`config.mk`:
```
export PLATFORM = sky130hd
export DESIGN_NAME = rc_column_mem_port
export DESIGN_NICKNAME = d
export VERILOG_FILES = /design/src/rtl/rc_column_mem_port.sv
export SDC_FILE = /design/constraint.sdc
export NUM_CORES = 1
export LEC_CHECK = 0
export ABC_AREA = 1
export BUFFER_PORTS_ARGS = -buffer_cell sky130_fd_sc_hd__clkbuf_2
export CAP_MARGIN = 0
export CELL_PAD_IN_SITES_DETAIL_PLACEMENT = 0
export CELL_PAD_IN_SITES_GLOBAL_PLACEMENT = 1
export CORE_ASPECT_RATIO = 1.5
export CORE_UTILIZATION = 45
export CTS_BUF_LIST = sky130_fd_sc_hd__clkbuf_8
export CTS_CLUSTER_DIAMETER = 30
export DETAILED_ROUTE_END_ITERATION = 6
export GPL_TIMING_DRIVEN = 1
export PLACE_DENSITY = 0.88
export SLEW_MARGIN = 30
export SYNTH_ARGS = -nofsm -noshare
export SYNTH_HDL_FRONTEND = slang
export SYNTH_SLANG_ARGS = --single-unit
```
`constraint.sdc`:
```
create_clock -name clk_i -period 47.5 [get_ports clk_i]
set_clock_uncertainty 0.05 [all_clocks]
set_input_delay 9.5 -clock clk_i [delete_from_list [all_inputs] [get_ports clk_i]]
set_output_delay 9.5 -clock clk_i [all_outputs]
set_load 0.02 [all_outputs]
```
`src/rtl/rc_column_mem_port.sv`:
```
// rc_column_mem_port: one memory bus port shared by the N_RC cells of a column.
// A batch of requests is captured in IDLE and then served one bus transaction
// at a time in round-robin order. Every served cell gets a one-cycle
// completion pulse. Load data is broadcast to all cells on rc_rdata_o.
module rc_column_mem_port #(
  parameter int N_RC     = 4,
  parameter int DP_WIDTH = 32
) (
  input  logic                     clk_i,
  input  logic                     rst_ni,
  input  logic [N_RC-1:0]          rc_req_i,
  input  logic [N_RC-1:0]          rc_wen_i,
  input  logic [N_RC*DP_WIDTH-1:0] rc_add_i,
  input  logic [N_RC*DP_WIDTH-1:0] rc_wdata_i,
  output logic [DP_WIDTH-1:0]      rc_rdata_o,
  output logic [N_RC-1:0]          rc_rvalid_o,
  output logic                     col_busy_o,
  output logic                     mem_req_o,
  input  logic                     mem_gnt_i,
  output logic                     mem_we_o,
  output logic [DP_WIDTH-1:0]      mem_addr_o,
  output logic [DP_WIDTH-1:0]      mem_wdata_o,
  input  logic                     mem_rvalid_i,
  input  logic [DP_WIDTH-1:0]      mem_rdata_i
);

  localparam int IDX_W = (N_RC > 1) ? $clog2(N_RC) : 1;
  localparam logic [N_RC-1:0] ONE = 1;

  typedef enum logic [1:0] {IDLE, ISSUE, WAIT, DONE} state_e;

  state_e                          state_q;
  logic [N_RC-1:0]                 pend_q;
  logic [IDX_W-1:0]                rr_ptr_q;
  logic [IDX_W-1:0]                sel_q;
  logic [N_RC-1:0]                 we_q;
  logic [N_RC-1:0][DP_WIDTH-1:0]   add_q;
  logic [N_RC-1:0][DP_WIDTH-1:0]   wdata_q;
  logic                            mem_req_q;
  logic                            mem_we_q;
  logic [DP_WIDTH-1:0]             mem_addr_q;
  logic [DP_WIDTH-1:0]             mem_wdata_q;
  logic [N_RC-1:0]                 rc_rvalid_q;
  logic [DP_WIDTH-1:0]             rc_rdata_q;
  logic                            col_busy_q;

  logic [N_RC-1:0][DP_WIDTH-1:0]   add_in;
  logic [N_RC-1:0][DP_WIDTH-1:0]   wdata_in;
  logic [IDX_W-1:0]                sel_new_d;
  logic [IDX_W-1:0]                sel_nxt_d;
  logic [N_RC-1:0]                 pend_rem_d;
  logic [IDX_W-1:0]                rr_ptr_d;

  // Flat per-RC buses viewed as arrays; RC k sits at bits [k*DP_WIDTH +: DP_WIDTH].
  assign add_in   = rc_add_i;
  assign wdata_in = rc_wdata_i;

  // First set bit of vec, searching upward from start and wrapping modulo N_RC.
  function automatic logic [IDX_W-1:0] rr_pick(input logic [N_RC-1:0]  vec,
                                               input logic [IDX_W-1:0] start);
    logic [IDX_W-1:0] idx;
    logic             found;
    rr_pick = start;
    found   = 1'b0;
    for (int i = 0; i < N_RC; i++) begin
      idx = IDX_W'((int'(start) + i) % N_RC);
      if (!found && vec[idx]) begin
        rr_pick = idx;
        found   = 1'b1;
      end
    end
  endfunction

  // Next selection for a fresh batch and for the remainder of the current one.
  always_comb begin
    sel_new_d  = rr_pick(rc_req_i, rr_ptr_q);
    pend_rem_d = pend_q & ~(ONE << sel_q);
    sel_nxt_d  = rr_pick(pend_rem_d, rr_ptr_q);
    rr_ptr_d   = (rr_ptr_q == IDX_W'(N_RC - 1)) ? '0 : rr_ptr_q + 1'b1;
  end

  // Capture every cell's command at batch start; later input changes are ignored.
  always_ff @(posedge clk_i) begin
    if (state_q == IDLE && |rc_req_i) begin
      we_q    <= rc_wen_i;
      add_q   <= add_in;
      wdata_q <= wdata_in;
    end
  end

  // Batch controller with registered bus and cell-side outputs.
  always_ff @(posedge clk_i) begin
    if (!rst_ni) begin
      state_q     <= IDLE;
      pend_q      <= '0;
      rr_ptr_q    <= '0;
      sel_q       <= '0;
      mem_req_q   <= 1'b0;
      mem_we_q    <= 1'b0;
      mem_addr_q  <= '0;
      mem_wdata_q <= '0;
      rc_rvalid_q <= '0;
      rc_rdata_q  <= '0;
      col_busy_q  <= 1'b0;
    end else begin
      rc_rvalid_q <= '0;
      case (state_q)
        IDLE: begin
          if (|rc_req_i) begin
            pend_q      <= rc_req_i;
            rr_ptr_q    <= rr_ptr_d;
            sel_q       <= sel_new_d;
            mem_req_q   <= 1'b1;
            mem_we_q    <= rc_wen_i[sel_new_d];
            mem_addr_q  <= add_in[sel_new_d];
            mem_wdata_q <= wdata_in[sel_new_d];
            col_busy_q  <= 1'b1;
            state_q     <= ISSUE;
          end
        end
        ISSUE: begin
          // Command is held unchanged until the grant is seen.
          if (mem_gnt_i) begin
            mem_req_q <= 1'b0;
            state_q   <= WAIT;
          end
        end
        WAIT: begin
          if (mem_rvalid_i) begin
            rc_rvalid_q <= ONE << sel_q;
            pend_q      <= pend_rem_d;
            if (!we_q[sel_q]) begin
              rc_rdata_q <= mem_rdata_i;
            end
            if (|pend_rem_d) begin
              // Next command goes out in the same cycle as this completion pulse.
              sel_q       <= sel_nxt_d;
              mem_req_q   <= 1'b1;
              mem_we_q    <= we_q[sel_nxt_d];
              mem_addr_q  <= add_q[sel_nxt_d];
              mem_wdata_q <= wdata_q[sel_nxt_d];
              state_q     <= ISSUE;
            end else begin
              state_q <= DONE;
            end
          end
        end
        DONE: begin
          // One dead cycle so a request still held after its pulse is not re-taken.
          col_busy_q <= 1'b0;
          state_q    <= IDLE;
        end
        default: begin
          state_q <= IDLE;
        end
      endcase
    end
  end

  assign mem_req_o   = mem_req_q;
  assign mem_we_o    = mem_we_q;
  assign mem_addr_o  = mem_addr_q;
  assign mem_wdata_o = mem_wdata_q;
  assign rc_rvalid_o = rc_rvalid_q;
  assign rc_rdata_o  = rc_rdata_q;
  assign col_busy_o  = col_busy_q;

endmodule

```
# Word-level counts from Yosys, hierarchy flattened
# Index checks and enable logic that the tools add are counted.
# Widths: inputs -> output; s select.
[word_totals] input_bits=300 register_bits=373 out_inout_bits=103
[classes] magnitude_cmp=7 shifts=1 bitwise_logic=3 n_mux=73 addsub=4 eq_ne=8 reduce_logical=27
[ops] operator="$mux 32" count=10
[ops] operator="$bmux 32 s2" count=4
[ops] operator="$pmux 32 s2" count=2
[ops] operator="$mux 2" count=14
[ops] operator="$mux 1" count=24
[ops] operator="$bmux 1 s2" count=11
[ops] operator="$lt 2x3->1 const B" count=7
[ops] operator="$reduce_and 3->1" count=4
[ops] operator="$mux 4" count=2
[ops] operator="$pmux 2 s4" count=1
[ops] operator="$pmux 4 s2" count=1
[ops] operator="$reduce_or 4->1" count=2
[ops] operator="$logic_and 1x1->1" count=7
[ops] operator="$eq 2x2->1 const B" count=3
[ops] operator="$logic_not 1->1" count=6
[ops] operator="$ne 2x2->1 const B" count=3
[ops] operator="$reduce_and 5->1" count=1
[ops] operator="$add 2x1->2 const B" count=2
[ops] operator="$add 2x2->2 const B" count=2
[ops] operator="$and 4x4->4" count=1
[ops] operator="$not 4->4" count=1
[ops] operator="$pmux 1 s2" count=2
[ops] operator="$pmux 2 s2" count=1
[ops] operator="$reduce_and 2->1" count=2
[ops] operator="other kinds (9)" count=10

# Longest topological paths before layout
# Gate-level depths: netlist of the first run.
[logic_depth] ltp_word=20 ltp_mapped=20

# Worst setup path before layout of the first run
# No wires, ideal clock.
[synth_timing] path_kind="input-to-reg" from="input port rc_req_i[1]" to="register rr_ptr_q[0]" path_stages=5 setup_time_ps=143 slack_ps=18253 arrival_time_ps=29054 required_ps=47307 path_buffers=0 path_cell_list="nor4_1 -> nor3_1 -> inv_1 -> o21ai_0 -> a21oi_1"
[synth_between] elab_chain_len=2
[synth_lines] element="start, declared" line_no="11" text="input logic [N_RC-1:0] rc_req_i,"
[synth_lines] element="$reduce_or 4->1" line_no="109" text="if (|rc_req_i) begin"
[synth_lines] element="$reduce_and 2->1 (no line)"
[synth_lines] element="end signal, assigned" line_no="111" text="rr_ptr_q <= rr_ptr_d;"
[synth_lines] element="end, declared" line_no="34" text="logic [IDX_W-1:0] rr_ptr_q;"
# Every way passes these cells.
# A chain may end at the register's enable or synchronous reset.

# Worst setup path in the final report of the first run
[layout_timing] from="input port rc_req_i[1]" to="register mem_wdata_q[7], in the netlist mem_wdata_o[7]"
[layout_between] elab_chain_len=16 word_cells_on_any_way=27
[layout_lines] element="$bmux 1 s2" line_no="67" text="if (!found && vec[idx]) begin"
[layout_lines] element="$mux 1 (not written as such)" line_no="67"
[layout_lines] element="$mux 1" line_no="67"
[layout_lines] element="$logic_not 1->1" line_no="67"
[layout_lines] element="$logic_and 1x1->1" line_no="67"
[layout_lines] element="$mux 1" line_no="67"
[layout_lines] element="$logic_not 1->1" line_no="67"
[layout_lines] element="$logic_and 1x1->1" line_no="67"
[layout_lines] element="$mux 1" line_no="67"
[layout_lines] element="$logic_not 1->1" line_no="67"
[layout_lines] element="$logic_and 1x1->1" line_no="67"
[layout_lines] element="$mux 2" line_no="67"
[layout_lines] element="$bmux 32 s2" line_no="116" text="mem_wdata_q <= wdata_in[sel_new_d];"
[layout_lines] element="$mux 32 (not written as such)" line_no="116"
[layout_lines] element="$mux 32" line_no="109"
[layout_lines] element="$pmux 32 s2" line_no="107" text="case (state_q)"
[layout_lines] element="end signal, assigned" line_no="116"
[layout_lines] element="end signal, assigned" line_no="141" text="mem_wdata_q <= wdata_q[sel_nxt_d];"
[layout_lines] element="end, declared" line_no="42" text="logic [DP_WIDTH-1:0] mem_wdata_q;"
# Several ways; a longest one is shown, not always the timed one. The select of a mux whose other input is x is not followed.

==> impl_metrics.csv, run 1 <==
group,metric,value,unit
run_status,outcome,"complete, no violations",
drt,wl,60.0,mm
grt,grt_pass1_vias,16300,
grt,antenna_found_initial,13,
layout,filler_cell_count,3623,
layout,syn2layout_area_growth,20.1,%
sta,fin_crit,12.48,ns
worst_setup_path,arrival,12.97,ns
worst_setup_path,critPathMaxFanout,72,
sta,finalSetupTns,0,ns
grt,grt_start_max_net_pins,105,
clock_tree,post-cts-setup-buffers,0,
grt,overflow,0,
floorplanning,dieHeight,244,um
sta,max_slew.worst_pin.slew,1.02,ns
sta,rsz0062_at_grt,"no",
synthesis,synth-xor-area-share,0,%
synthesis,synthCells,2063,
drt,vias,16700,
power,ir_drop,0.0000760,V
synthesis,synth_top_cell_by_area,"edfxtp_1",
clock_tree,cts_max_path_buffers,3,
sta,fin_crit_sh,26.3,%
synthesis,synth_top_family_by_area,"simple AND/OR/NAND/NOR gates",
synthesis,yosys.area_share.simple,30.7,%
clock_tree,cts_buffers,68,
drt,vias_per_cell,5.63,
layout,drive_gt1_share,22.3,%
power,finalPower,1.75,mW
worst_setup_path,max_stage_delay,0.90,ns
grt,grt.total_usage,29.8,%
synthesis,synth_top_cell_area_share,44.4,%
sta,slew_headroom,32.3,%
worst_setup_path,path_cells,"clkbuf_2 -> nand2_1 -> nand3_1 -> nand2_1 -> nand2_1 -> inv_2 -> nand4_4 -> nand2_4 -> buf_4 -> nand2_1 -> nand2_1 -> nand2_1 -> nand2_1 -> nand2_1 -> nand2_1 -> nor2_1 -> nor2_1",
floorplanning,fp.dieArea,0.0399,mm^2
synthesis,synthMuxAreaShare,0,%
sta,final-setup-viol-count,0,
synthesis,synth_area_per_cell,8.53,um^2
clock_tree,clk_latency,0.62,ns
worst_setup_path,end_kind,"flip-flop",
worst_setup_path,start_kind,"primary input",
worst_setup_path,r2r_slack,42.37,ns
layout,final_cells,2962,
clock_tree,cts-root-buf,"clkbuf_8",
placed_design,place_congestion,0.874,
synthesis,yosysUniqueCellTypes,32,
worst_setup_path,critical_path_class,"in2reg",
synthesis,yosys-top-cells-count,"nand2_1, nand3_1, edfxtp_1",
worst_setup_path,cp_common_cell,"nand2_1",
synthesis,ys_seq_area_share,57.2,%
synthesis,synth_compound_area_share,6.92,%
synthesis,yosysMostFrequentCell,"nand2_1",
power,power_leakage,9.54,nW
clock_tree,cts_sinks,373,
sta,slew_violations,0,
clock_tree,clk_pin_slew,0.06,ns
placed_design,dpl.cell_count,2824,
grt,grt_pass1_wl,90.6,mm
drt,dr.pass1.iters,7,
placed_design,io_buffers,402,
worst_setup_path,crit_slowest_cell,"nand2_4",
synthesis,syn_area,0.0176,mm^2
synthesis,yosysWarningCount,0,
placed_design,dp_hpwl,35.1,mm
drt,wl_per_cell,20.2,um
synthesis,synth_edf_count,260,
drt,drc,0,
clock_tree,cts_tree,"built",
sta,hold_viol_final,0,
synthesis,synth_fa_ha_area_share,0.0711,%
run,cap_violations,0,
synthesis,synthFlopType,"edfxtp_1",
drt,antenna_left,0,
layout,nets,2700,
drt,drt_iter0_markers,1385,
clock_tree,hold_buffers,0,
clock_tree,cts_resized,0,
synthesis,ys_ff_latch,373,
hold_path,min_path_type,"reg2reg",
floorplanning,die_x,163,um
floorplanning,start_util,45.7,%
power,cellPowerDensity,82.8,mW/mm^2
floorplanning,num_rows,88,
floorplanning,ios,403,
layout,final_util,54.8,%
sta,fmax,0.0801,GHz
worst_setup_path,worstPathRequired,47.99,ns
floorplanning,coreArea,0.0385,mm^2
synthesis,synth_nets,2364,
clock_tree,h-tree-depth,3,
synthesis,async_reset_ff_share,0,%
synthesis,netlist_top_cells_area,"edfxtp_1, nand2_1, nand3_1",
==> state kept, by name, indices dropped and copies added, names as in the netlist, 4 cells and up <==
| name | cells |
|---|---|
| mem_addr_o | 32 |
| we_q | 4 |
| rc_rdata_o | 32 |
| rc_rvalid_o | 4 |
| mem_wdata_o | 32 |
| add_q | 128 |
| wdata_q | 128 |
| pend_q | 4 |
==> area by class of cell <==
type                       count  area, um^2  area share (%)
sequential                   373       10100            47.7
multi-input combinational   1502        6710            31.7
timing repair buffer         422        2210            10.5
clock buffer                  73        1000            4.76
tap                          495         619            2.93
clock inverter                51         364            1.72
inverter                      32         123           0.580
antenna                       14        35.0           0.166
==> critical path: cells and delay by family <==
kind | cells | cell delay, ns
buf+inv | 3 | 0.96
simple gates | 14 | 2.42
==> final timing paths <==
check | from | to | cells past startpoint
max reg2reg | rr_ptr_q[0]$_SDFFE_PN0P_ | mem_addr_o[9]$_SDFFE_PN0P_ | 14
min | col_busy_o$_SDFFE_PN0P_ | col_busy_o$_SDFFE_PN0P_ | 2
min reg2reg | col_busy_o$_SDFFE_PN0P_ | col_busy_o$_SDFFE_PN0P_ | 2
max | rc_req_i[1] | mem_wdata_o[7]$_SDFFE_PN0P_ | 17
==> routing by layer <==
metal	track usage, %	routed length, um	part of all wire [%]
met4	18.2	3060	5.1
met1	34.5	21800	36
met5	0	0	0
met2	50.7	30000	50
met3	5.39	5150	8.6
==> stage by stage <==
stage | hold slack, ns | area [um^2] | setup slack (ns)
finish | 0.421 | 21100 | 35.02
global route | 0.448 | 21100 | 34.77
CTS | 0.423 | 21100 | 35.13
detailed placement | 0.412 | 19700 | 34.50
global placement | 0.406 | 19700 | 34.52
floorplan | 0.470 | 17600 | 18.25
==> placed cells by master, fill, tap and decap left out, types with 2 or more instances in the layout <==
master / count
o21ai_1: 2
a21oi_1: 117
clkinvlp_4: 7
nand2_2: 2
buf_6: 3
buf_4: 16
a31oi_1: 4
dfxtp_1: 113
nand4_4: 2
edfxtp_1: 260
nand3_2: 2
nand3_1: 461
clkbuf_8: 73
o21ai_0: 110
clkinv_2: 7
nor2_1: 156
inv_4: 2
nand2_4: 6
diode_2: 14
clkinv_4: 5
nor3_1: 2
clkbuf_2: 401
inv_2: 7
bufinv_16: 4
inv_1: 44
nor2_4: 2
clkinv_1: 6
nand2_1: 625
==> where the power goes <==
group,internal (mW),switching [mW]
Clock,0.166,0.140
Combinational,0.258,0.701
Sequential,0.450,0.0345
==> cells by family after synthesis <==
logic type | count (synthesis)
and+or+nand+nor | 1262
DFF | 373
AOI/OAI and AO/OA | 239
buffers and inverters | 188
adders and majority gates | 1
Note: power is estimated with default switching activity, not from simulation.
==> run 2, diff against run 1 <==
--- a/config.mk
+++ b/config.mk
@@ -11,12 +11,12 @@
 export CELL_PAD_IN_SITES_DETAIL_PLACEMENT = 0
 export CELL_PAD_IN_SITES_GLOBAL_PLACEMENT = 1
 export CORE_ASPECT_RATIO = 1.5
-export CORE_UTILIZATION = 45
+export CORE_UTILIZATION = 37
 export CTS_BUF_LIST = sky130_fd_sc_hd__clkbuf_8
 export CTS_CLUSTER_DIAMETER = 30
 export DETAILED_ROUTE_END_ITERATION = 6
 export GPL_TIMING_DRIVEN = 1
-export PLACE_DENSITY = 0.88
+export PLACE_DENSITY = 0.78
 export SLEW_MARGIN = 30
 export SYNTH_ARGS = -nofsm -noshare
 export SYNTH_HDL_FRONTEND = slang
==> constraint.sdc (replaced) <==
create_clock -name clk_i -period 10.35 [get_ports clk_i]
set_clock_uncertainty 0.05 [all_clocks]
set_input_delay 2.07 -clock clk_i [delete_from_list [all_inputs] [get_ports clk_i]]
set_output_delay 2.07 -clock clk_i [all_outputs]
set_load 0.02 [all_outputs]
==> run 2 against run 1 <==
Effect of this change:
- count of clock-buffer cells in the layout is 15 higher
- cell count is 3.8% higher
- sequential power grew to 4.6 times the previous value
- sequential share of layout area is 1.0 points lower
- critical path depth is 3 lower
- register-to-register slack worse by 37 ns
- design area is 2.2% higher
- worst setup slack worse by 30 ns
- critical path type is now reg2reg
- largest power group unchanged
==> impl_metrics.csv, run 2 (synthesis gave the netlist of run 1 again) <==
group,metric,value,unit
layout,final_util,46.1,%
clock_tree,post-cts-setup-buffers,0,
floorplanning,start_util,37.6,%
layout,nets,2706,
floorplanning,die_x,180,um
floorplanning,coreArea,0.0468,mm^2
drt,wl_per_cell,20.3,um
grt,overflow,0,
sta,final-setup-viol-count,0,
clock_tree,clk_latency,0.63,ns
layout,seq_area,0.0101,mm^2
sta,max_slew.worst_pin.slew,0.985,ns
drt,vias,16600,
placed_design,placedInstanceArea,0.0198,mm^2
clock_tree,cts_tree,"built",
worst_setup_path,critPathBufInv,2,
clock_tree,clk_pin_slew,0.06,ns
sta,fin_crit,5.15,ns
clock_tree,cts_resized,0,
drt,antenna_left,0,
clock_tree,h-tree-depth,3,
layout,final_area,0.0216,mm^2
floorplanning,fp.dieArea,0.0485,mm^2
layout,drive_gt1_share,23.0,%
grt,grt.total_usage,25.3,%
grt,grt_start_max_net_pins,180,
drt,drc,0,
drt,dr.pass1.iters,6,
worst_setup_path,cp_common_cell,"nor2_1",
layout,layout_commonest_cell,"nand2_1",
drt,wl,62.4,mm
worst_setup_path,path_cells,"ha_1 -> clkinv_1 -> nand3_1 -> nand2_1 -> nor2_4 -> nand3_4 -> nand2_4 -> buf_6 -> nand2_1 -> nand2_1 -> nor2_1 -> nor2_1 -> nor2_1 -> nor2_1",
floorplanning,ios,403,
layout,multi_input_area,0.00672,mm^2
power,ir_drop,0.000291,V
sta,fin_crit_sh,49.8,%
run_status,outcome,"complete, no violations",
worst_setup_path,crit_slowest_cell,"dfxtp_1",
floorplanning,dieHeight,269,um
layout,filler_cell_count,4628,
sta,hold_viol_final,0,
drt,drt_iter0_markers,1234,
sta,finalSetupTns,0,ns
worst_setup_path,arrival,5.66,ns
grt,grt_pass1_vias,16600,
worst_setup_path,critPathMaxFanout,86,
layout,layout_common_cells,"nand2_1, nand3_1, clkbuf_2, edfxtp_1, nor2_1",
grt,antenna_found_initial,19,
clock_tree,cts-root-buf,"clkbuf_8",
clock_tree,hold_buffers,0,
clock_tree,cts_sinks,373,
worst_setup_path,max_stage_delay,0.85,ns
worst_setup_path,end_kind,"flip-flop",
worst_setup_path,start_kind,"flip-flop",
sta,slew_headroom,34.4,%
power,power_leakage,9.68,nW
hold_path,min_path_type,"reg2reg",
placed_design,io_buffers,402,
placed_design,dp_hpwl,35.9,mm
sta,fmax,0.194,GHz
worst_setup_path,r2r_slack,5.20,ns
sta,rsz0062_at_grt,"no",
clock_tree,cts_max_path_buffers,3,
drt,vias_per_cell,5.39,
sta,fin_ws,5.20,ns
clock_tree,cts_buffers,77,
run,cap_violations,0,
placed_design,place_ws,4.66,ns
worst_setup_path,worstPathRequired,10.86,ns
sta,slew_violations,0,
grt,grt_pass1_wl,93.7,mm
worst_setup_path,cpLargestDelayFamily,"simple AND/OR/NAND/NOR gates",
power,cellPowerDensity,387,mW/mm^2
floorplanning,num_rows,97,
worst_setup_path,critical_path_class,"reg2reg",
layout,syn2layout_area_growth,22.8,%
layout,top_regs,"add_q (128), wdata_q (128)",
placed_design,place_congestion,0.858,
## run 2: path summary, 6_finish.rpt
check	from	endpoint	cells after the start
max reg2reg	rr_ptr_q[0]$_SDFFE_PN0P_	mem_addr_o[21]$_SDFFE_PN0P_	14
min	col_busy_o$_SDFFE_PN0P_	col_busy_o$_SDFFE_PN0P_	2
min reg2reg	col_busy_o$_SDFFE_PN0P_	col_busy_o$_SDFFE_PN0P_	2
max	rr_ptr_q[0]$_SDFFE_PN0P_	mem_addr_o[21]$_SDFFE_PN0P_	14
## run 2: cell type report
| class | instances | share of cell area [%] |
|---|---|---|
| clock inverters | 53 | 2.33 |
| diodes | 15 | 0.174 |
| repair buffers | 419 | 10.2 |
| clock buffers | 88 | 5.61 |
| flip-flops and latches | 373 | 46.6 |
| multi-input cells | 1502 | 31.1 |
| well taps | 594 | 3.44 |
| inverters | 32 | 0.573 |
## run 2: layer usage
| metal | GRT usage (%) | up-vias | share of wire (%) |
|---|---|---|---|
| li1 | - | 7773 | - |
| met1 | 29.6 | 7891 | 39 |
| met2 | 43.1 | 753 | 49 |
| met3 | 5.62 | 153 | 7.6 |
| met4 | 14.0 | 12 | 4.2 |
| met5 | 0 | - | 0.12 |
## run 2: through the flow
step                hold slack, ns  cells  total power, mW
floorplan                    0.470   2063             5.45
global placement             0.410   2919             6.63
detailed placement           0.417   2919             6.69
CTS                          0.425   3060             8.41
global route                 0.436   3073             8.98
finish                       0.425   3076             8.37
## run 2: power breakdown
| part | internal (mW) | switching (mW) |
|---|---|---|
| clock network | 1.01 | 0.688 |
| logic | 1.18 | 3.26 |
| registers | 2.06 | 0.161 |
## run 2: worst register-to-register path, stage by stage, from the launching register on
cell and delay, ns:
dfxtp_1 0.85, ha_1 0.49, clkinv_1 0.39, nand3_1 0.20, nand2_1 0.10, nor2_4 0.18
nand3_4 0.65, nand2_4 0.85, buf_6 0.74, nand2_1 0.19, nand2_1 0.10, nor2_1 0.04
nor2_1 0.14, nor2_1 0.06, nor2_1 0.07
